**config.mk**
```make
export PLATFORM = sky130hd
export DESIGN_NAME = mux_scan_sel_flat
export DESIGN_NICKNAME = d
export VERILOG_FILES = /design/src/rtl/mux_scan_sel_if.sv /design/src/rtl/mux_scan_sel.sv /design/src/flat_wrapper.sv
export SDC_FILE = /design/constraint.sdc
export NUM_CORES = 1
export LEC_CHECK = 0
export CORE_MARGIN = 4
export CORE_UTILIZATION = 30
export DETAILED_ROUTE_END_ITERATION = 7
export PLACE_DENSITY_LB_ADDON = 0.25
export SYNTH_ARGS = -nofsm -noshare
export SYNTH_HDL_FRONTEND = slang
export SYNTH_SLANG_ARGS = --single-unit
```
**constraint.sdc**
```tcl
create_clock -name clk -period 1.7 [get_ports clk]
set_input_delay 0.34 -clock clk [delete_from_list [all_inputs] [get_ports clk]]
set_output_delay 0.34 -clock clk [all_outputs]
set_load 0.01 [all_outputs]
```
**src/rtl/mux_scan_sel_if.sv**
```systemverilog
// Bus bundle for mux_scan_sel: channel inputs, mode/select/hold controls and
// the registered output side (data, channel tag, status pulses).
// The host side (master) drives inputs and observes outputs; the selector
// (slave) does the opposite.
interface mux_scan_sel_if #(
  parameter int WIDTH    = 4,
  parameter int CHANNELS = 4,
  parameter int SELW     = $clog2(CHANNELS)
);
  logic [CHANNELS*WIDTH-1:0] din;
  logic                      mode;
  logic [SELW-1:0]           sel;
  logic                      hold;
  logic [WIDTH-1:0]          f;
  logic [SELW-1:0]           ch;
  logic                      valid;
  logic                      wrap;
  logic                      sel_err;

  modport master (
    output din, mode, sel, hold,
    input  f, ch, valid, wrap, sel_err
  );

  modport slave (
    input  din, mode, sel, hold,
    output f, ch, valid, wrap, sel_err
  );
endinterface

```
**src/rtl/mux_scan_sel.sv**
```systemverilog
// Registered N-channel selector. In manual mode the host select picks the
// channel; in scan mode the block walks the channels round-robin, dwelling
// DWELL cycles on each. The output data f and the channel tag ch are always
// captured together, so f is the data of channel ch sampled on the same edge.
module mux_scan_sel #(
  parameter int WIDTH    = 4,
  parameter int CHANNELS = 4,
  parameter int DWELL    = 8,
  parameter int SELW     = $clog2(CHANNELS)
) (
  input  logic         clk,
  input  logic         rst_n,
  mux_scan_sel_if.slave bus
);

  // Dwell counter needs at least one bit even when DWELL=1.
  localparam int CW = (DWELL > 1) ? $clog2(DWELL) : 1;
  localparam logic [CW-1:0]   DWELL_LAST = CW'(DWELL - 1);
  localparam logic [SELW-1:0] LAST_CH    = SELW'(CHANNELS - 1);

  typedef enum logic {
    MANUAL = 1'b0,
    SCAN   = 1'b1
  } state_t;

  state_t            state;
  logic [CW-1:0]     dwell_cnt;
  logic [SELW-1:0]   cur_ch;
  logic [WIDTH-1:0]  f_data;
  logic              valid_flag;
  logic              wrap_flag;
  logic              err_flag;

  logic [SELW-1:0]   sel_eff;
  logic [CW-1:0]     cnt_next;
  logic              wrap_next;
  logic              err_next;
  logic              sel_ok;

  // Split the packed input bus into one word per channel.
  logic [WIDTH-1:0]  chan [CHANNELS];

  genvar gi;
  generate
    for (gi = 0; gi < CHANNELS; gi++) begin : g_chan
      assign chan[gi] = bus.din[gi*WIDTH +: WIDTH];
    end
  endgenerate

  // A manual select is usable only when it names an existing channel; with a
  // power-of-two channel count every encoding is valid.
  assign sel_ok = (int'(bus.sel) < CHANNELS);

  // Next channel, dwell count and event pulses. mode is acted on directly:
  // leaving scan applies sel on the same edge, while entering scan spends
  // the first edge clearing the dwell counter so the first SCAN cycle is
  // dwell cycle 0 of the channel already selected.
  always_comb begin
    sel_eff   = cur_ch;
    cnt_next  = dwell_cnt;
    wrap_next = 1'b0;
    err_next  = 1'b0;
    if (!bus.mode) begin
      if (!bus.hold) begin
        if (sel_ok) begin
          sel_eff = bus.sel;
        end else begin
          err_next = 1'b1;
        end
      end
    end else if (state == MANUAL) begin
      cnt_next = '0;
    end else if (!bus.hold) begin
      if (dwell_cnt == DWELL_LAST) begin
        cnt_next = '0;
        if (cur_ch == LAST_CH) begin
          sel_eff   = '0;
          wrap_next = 1'b1;
        end else begin
          sel_eff = cur_ch + 1'b1;
        end
      end else begin
        cnt_next = dwell_cnt + 1'b1;
      end
    end
  end

  // Mode FSM with all outputs registered; async reset clears everything.
  always_ff @(posedge clk or negedge rst_n) begin
    if (!rst_n) begin
      state      <= MANUAL;
      dwell_cnt  <= '0;
      cur_ch     <= '0;
      f_data     <= '0;
      valid_flag <= 1'b0;
      wrap_flag  <= 1'b0;
      err_flag   <= 1'b0;
    end else begin
      state      <= bus.mode ? SCAN : MANUAL;
      dwell_cnt  <= cnt_next;
      cur_ch     <= sel_eff;
      f_data     <= chan[sel_eff];
      valid_flag <= 1'b1;
      wrap_flag  <= wrap_next;
      err_flag   <= err_next;
    end
  end

  assign bus.f       = f_data;
  assign bus.ch      = cur_ch;
  assign bus.valid   = valid_flag;
  assign bus.wrap    = wrap_flag;
  assign bus.sel_err = err_flag;

endmodule
```
**src/flat_wrapper.sv**
```systemverilog
// flat-port wrapper written by rule: the top's interface ports become plain ports
module mux_scan_sel_flat 
#(
  parameter int WIDTH    = 4,
  parameter int CHANNELS = 4,
  parameter int DWELL    = 8,
  parameter int SELW     = $clog2(CHANNELS)
)
  (clk, rst_n, bus_din, bus_mode, bus_sel, bus_hold, bus_f, bus_ch, bus_valid, bus_wrap, bus_sel_err);
  mux_scan_sel_if #(.WIDTH(WIDTH), .CHANNELS(CHANNELS), .SELW(SELW)) bus_i ();
  input  logic clk;
  input  logic rst_n;
  input wire logic [$bits(bus_i.din)-1:0] bus_din;
  input wire logic [$bits(bus_i.mode)-1:0] bus_mode;
  input wire logic [$bits(bus_i.sel)-1:0] bus_sel;
  input wire logic [$bits(bus_i.hold)-1:0] bus_hold;
  output wire logic [$bits(bus_i.f)-1:0] bus_f;
  output wire logic [$bits(bus_i.ch)-1:0] bus_ch;
  output wire logic [$bits(bus_i.valid)-1:0] bus_valid;
  output wire logic [$bits(bus_i.wrap)-1:0] bus_wrap;
  output wire logic [$bits(bus_i.sel_err)-1:0] bus_sel_err;
  assign bus_i.din = bus_din;
  assign bus_i.mode = bus_mode;
  assign bus_i.sel = bus_sel;
  assign bus_i.hold = bus_hold;
  assign bus_f = bus_i.f;
  assign bus_ch = bus_i.ch;
  assign bus_valid = bus_i.valid;
  assign bus_wrap = bus_i.wrap;
  assign bus_sel_err = bus_i.sel_err;
  mux_scan_sel #(.WIDTH(WIDTH), .CHANNELS(CHANNELS), .DWELL(DWELL), .SELW(SELW)) u_core (.clk(clk), .rst_n(rst_n), .bus(bus_i));
endmodule
```
### Word level (Yosys, flattened, before mapping)

Index checks and enable logic that the tools add are counted.

* register bits after elaboration: 12
* latch bits: 0
* bits in writable memories: 0
* ROM bits: 0
* logic and storage cells: 32
* memories: 0

* add/subtract/negate cells: 2
* multipliers: 0
* div/mod/pow operators: 0
* order comparisons: 1
* eq/ne operators: 3
* shift-type cells: 0
* muxes and demuxes: 18
* bitwise logic cells: 1
* reductions and logical operators: 1

Operators with widths (number)
* 2-to-1 mux 2 bit: 6
* 2-to-1 mux 3 bit: 3
* binary-select mux 4 bit (select 2 bit): 1
* 2-to-1 mux 4 bit: 2
* 2-to-1 mux 1 bit: 6
* adder 3 x 1 -> 3 bit (second input constant): 1
* == test 3 bit (second input constant): 1
* greater-or-equal comparator 3 bit (second input constant): 1
* NOT 2 -> 3 bit: 1
* adder 2 x 1 -> 2 bit (second input constant): 1
* == test 2 bit (second input constant): 1
* != test 2 bit (second input constant): 1
* AND reduction 2 bit: 1

### Logic depth before layout (Yosys ltp)

* depth in word-level cells: 10
* depth in mapped cells: 7
* gate-level depth less buffers: 7

### Least setup slack after synthesis

Ideal clock, no wire load.

* path kind: register to register
* start: register u_core.dwell_cnt[0]
* end: register u_core.f_data[0], in the netlist u_core.bus.f[0]
* setup time: 0.082 ns
* arrival time: 1.678 ns
* data required time: 1.618 ns
* slack: -0.060 ns
* cell stages (with the launch flop): 8
* period minus slack after synthesis: 1.760 ns
* cell sequence: dfrtp_1 -> ha_1 -> ha_1 -> and4b_4 -> a211oi_4 -> o2bb2ai_1 -> a211oi_1 -> a31oi_1

* longest elaborated chain between the ends: 9

Ends and longest elaborated chain
* start: declaration: line mux_scan_sel.sv:27 `logic [CW-1:0] dwell_cnt;`
* start signal: assignment: line mux_scan_sel.sv:100 `dwell_cnt <= cnt_next;`
* == test 3 bit: line mux_scan_sel.sv:74 `if (dwell_cnt == DWELL_LAST) begin`
* 2-to-1 mux 2 bit: line mux_scan_sel.sv:74
* 2-to-1 mux 2 bit: line mux_scan_sel.sv:73 `end else if (!bus.hold) begin`
* 2-to-1 mux 2 bit: line mux_scan_sel.sv:71 `end else if (state == MANUAL) begin`
* 2-to-1 mux 2 bit: line mux_scan_sel.sv:63 `if (!bus.mode) begin`
* NOT 2 -> 3 bit (not written as such): line mux_scan_sel.sv:102 `f_data <= chan[sel_eff];`
* binary-select mux 4 bit (select 2 bit): line mux_scan_sel.sv:102
* 2-to-1 mux 4 bit (not written as such) (2 in a row): line mux_scan_sel.sv:102
* end signal: assignment: line mux_scan_sel.sv:102
* end: declaration: line mux_scan_sel.sv:29 `logic [WIDTH-1:0] f_data;`

Every way passes these cells. The select of a mux whose other input is x is not followed.
A chain may end at the register's enable or synchronous reset.

### Final worst setup path

* start: register u_core.dwell_cnt[0]
* end: register u_core.f_data[1], in the netlist u_core.bus.f[1]

The elaborated chain is that of the path after synthesis.

==> out/results.ini <==
[yosys]
synth_xor_area_share_pct = 0
synth_fp_nets = 110
synth_top_family_by_area = compound AO/OA/AOI/OAI gates
synth.distinct_cells = 29
ys_seq_area_share_pct = 37.8
synthMuxAreaShare_pct = 8.19
synthAdderAreaFrac_pct = 4.72
synth-compound-area-share_pct = 26.9
ys_ff_latch = 12
synth-simple-area-share_pct = 17.2
syn_inst = 85
yosys_warnings = 0
syn_area_sq_um = 795
avgSynthCellArea_sq_um = 9.35

[die]
row_count = 18
die_width_microns = 59.5
initial_core_util_pct = 31.8
dieArea_sq_um = 3540
io_pins = 31
core_area_sq_um = 2500
die_h_microns = 59.5

[pwr]
p_sw_share_pct = 29.7
power_leakage_nw = 0.586
power_density_nw_per_um2 = 702
switchingPower_mw = 0.281
seqPwrFrac_pct = 36.0
intPower_mw = 0.666
combPwrFrac_pct = 39.6
irDropWorstVdd_mv = 0.384
p_clk_share_pct = 24.4

[critical_path]
crit_end = u_core.bus.f[1]
crit_path_start = u_core.dwell_cnt[0]
path_max_fanout = 9
worstReg2RegEnd = u_core.bus.f[1]
r2r_slack_ns = -0.02
path_class = reg -> reg
worstPathArrival_ns = 1.93
rr_startpoint = u_core.dwell_cnt[0]
r2r_cells = 8
cp-end-kind = flop
critical_path_required_ns = 1.90
start_kind = flop

[global_routing]
overflow = 0
grt_first_pass_wirelength_mm = 3.56
antenna_found_initial = 0
grt_max_degree = 10
grt_pass1_vias = 839
grt_use_total_pct = 13.4

[layout]
drive_above_1_share_pct = 27.1
fin_nets = 159
layout_commonest_cell = clkdlybuf4s50_1
post-route-util_pct = 53.9
mostFrequentLayoutCells = clkdlybuf4s50_1, nand2_1, buf_4
area_growth_pct = 69.6
diodes = 0

[sta]
fin_setup_tns_ns = -0.0617
min_period_ns = 1.72
skew_ns = 0.00252
slew_viol_final = 0
postLayoutSetupSlackWorst_ns = -0.0240
rsz0062_at_grt = yes
fin_crit_sh_pct = 101
clock.fmax_ghz = 0.580
final-hold-violation-count = 0
setup_viol = 4

[cts]
post-cts-setup-buffers = 0
clkLatencyLatePin_ns = 0.28
cts_buffers = 3
clk_pin_slew_worst_paths_ns = 0.08
cts_tree = done
clockBufferDepth = 2
holdBufCountCts = 0
cts.htree.levels = 1
clockRootBuffer = clkbuf_4
clock-sinks = 12

[worst_hold_path]
hold_class = in -> async

[detailed_routing]
vias = 823
drcViolationCount = 0
wl_mm = 2.17
postRouteAntennaNets = 0
drt_iter0_drc = 17
firstDrtPassIters = 4
wl_per_cell_microns = 13.3
via_per_inst = 5.05

[outcome]
violations = setup timing
status = complete, but fails checks

[placed_design]
pre_cts_slack_ns = -0.364
gp_congestion = 0.777
io_buffers = 29
dp_hpwl_mm = 1.73

[job]
cap_violations = 0

-- per-stage QoR --
stage | cell area (sq um) | cells | power, mW | hold slack (ns)
finish | 1350 | 163 | 0.947 | 0.300
global route | 1350 | 163 | 1.01 | 0.317
detailed placement | 1250 | 159 | 0.704 | 0.550
global placement | 1250 | 159 | 0.700 | 0.529
floorplan | 801 | 85 | 0.504 | 0.0444
CTS | 1340 | 163 | 0.953 | 0.311
-- layout make-up --
type                            count  area, sq um
Sequential cell                    12          300
Multi-Input combinational cell     67          522
Inverter                            3         11.3
Fill cell                         228         1150
Tap cell                           30         37.5
Clock buffer                        4         36.3
Timing Repair Buffer               47          440
-- flip-flops by register name (all words and copies together), names as in the netlist --
name	cells
u_core.bus.ch	2
u_core.dwell_cnt	3
u_core.state	1
u_core.bus.f	4
u_core.bus.wrap	1
u_core.bus.valid	1
-- timing repair --
item / in CTS / in global routing
pin swaps: 1 / 0
endpoints found under the hold margin: 0 / 0
endpoints found under the setup margin: 4 / 5
resized for setup: 8 / 2
-- per-layer routing --
metal | track usage (%) | share of wire, %
met5 | 0 | 0
met2 | 21.8 | 49
met4 | 7.77 | 2.2
met3 | 1.96 | 6.3
met1 | 16.6 | 42
-- cell usage after synthesis --
master / instances / area share, %
a211oi_1: 3 / 2.8
nand2_1: 18 / 8.5
inv_2: 1 / 0.47
or4_1: 1 / 0.95
a22o_1: 3 / 3.3
and4b_4: 1 / 1.7
inv_1: 2 / 0.95
nor2_4: 1 / 1.4
clkbuf_1: 1 / 0.47
dfrtp_1: 12 / 38
nor2_1: 1 / 0.47
a21oi_1: 10 / 6.3
nand3b_2: 1 / 1.4
o21ai_1: 2 / 1.3
ha_1: 3 / 4.7
o31ai_1: 2 / 1.9
a31oi_1: 3 / 2.4
a211oi_4: 1 / 2.5
buf_4: 1 / 0.95
mux2_4: 1 / 1.9
nand2b_1: 1 / 0.79
nand3_2: 1 / 1.3
buf_6: 1 / 1.4
a21boi_0: 1 / 0.95
mux2i_1: 5 / 6.3
nor3_1: 1 / 0.63
a221oi_1: 2 / 2.2
o2bb2ai_1: 3 / 3.3
conb_1: 2 / 0.95
-- power by group through the flow --
| stage | logic [mW] | clock network [mW] | registers [mW] |
|---|---|---|---|
| after floorplan | 0.140 | 0 | 0.364 |
| after global placement | 0.354 | 0 | 0.346 |
| after detailed placement | 0.359 | 0 | 0.345 |
| after CTS | 0.375 | 0.236 | 0.342 |
| after global routing | 0.414 | 0.251 | 0.346 |
| final | 0.374 | 0.231 | 0.341 |
-- kinds of logic after synthesis --
kind of cell / count (synthesis)
AND/OR/NAND/NOR: 26
adder cells (fa/ha/maj): 3
flip-flops: 12
AO/OA/AOI/OAI: 30
multiplexers: 6
buffers and inverters: 6
other: 2
-- critical path, cell delays in order (launching register included) --
cell       delay [ns]
dfrtp_1          0.39
ha_2             0.20
ha_4             0.17
and4b_4          0.23
a211oi_4         0.19
buf_12           0.16
o2bb2ai_1        0.12
a211oi_2         0.06
a31oi_1          0.13
-- worst min-delay path by stage --
stage	startpoint	end	slack, ns	cells after the start
3_5_place_dp	u_core.dwell_cnt[2]	u_core.dwell_cnt[2]	0.55	1
4_1_cts	rst_n	u_core.bus.ch[1]	0.31	1
5_1_grt	rst_n	u_core.dwell_cnt[1]	0.32	1
3_3_place_gp	u_core.dwell_cnt[2]	u_core.dwell_cnt[2]	0.53	1
6_report	rst_n	u_core.bus.ch[1]	0.30	1
2_1_floorplan	rst_n	u_core.bus.ch[0]	0.04	0
No activity file was read; power rests on OpenSTA's default activity.
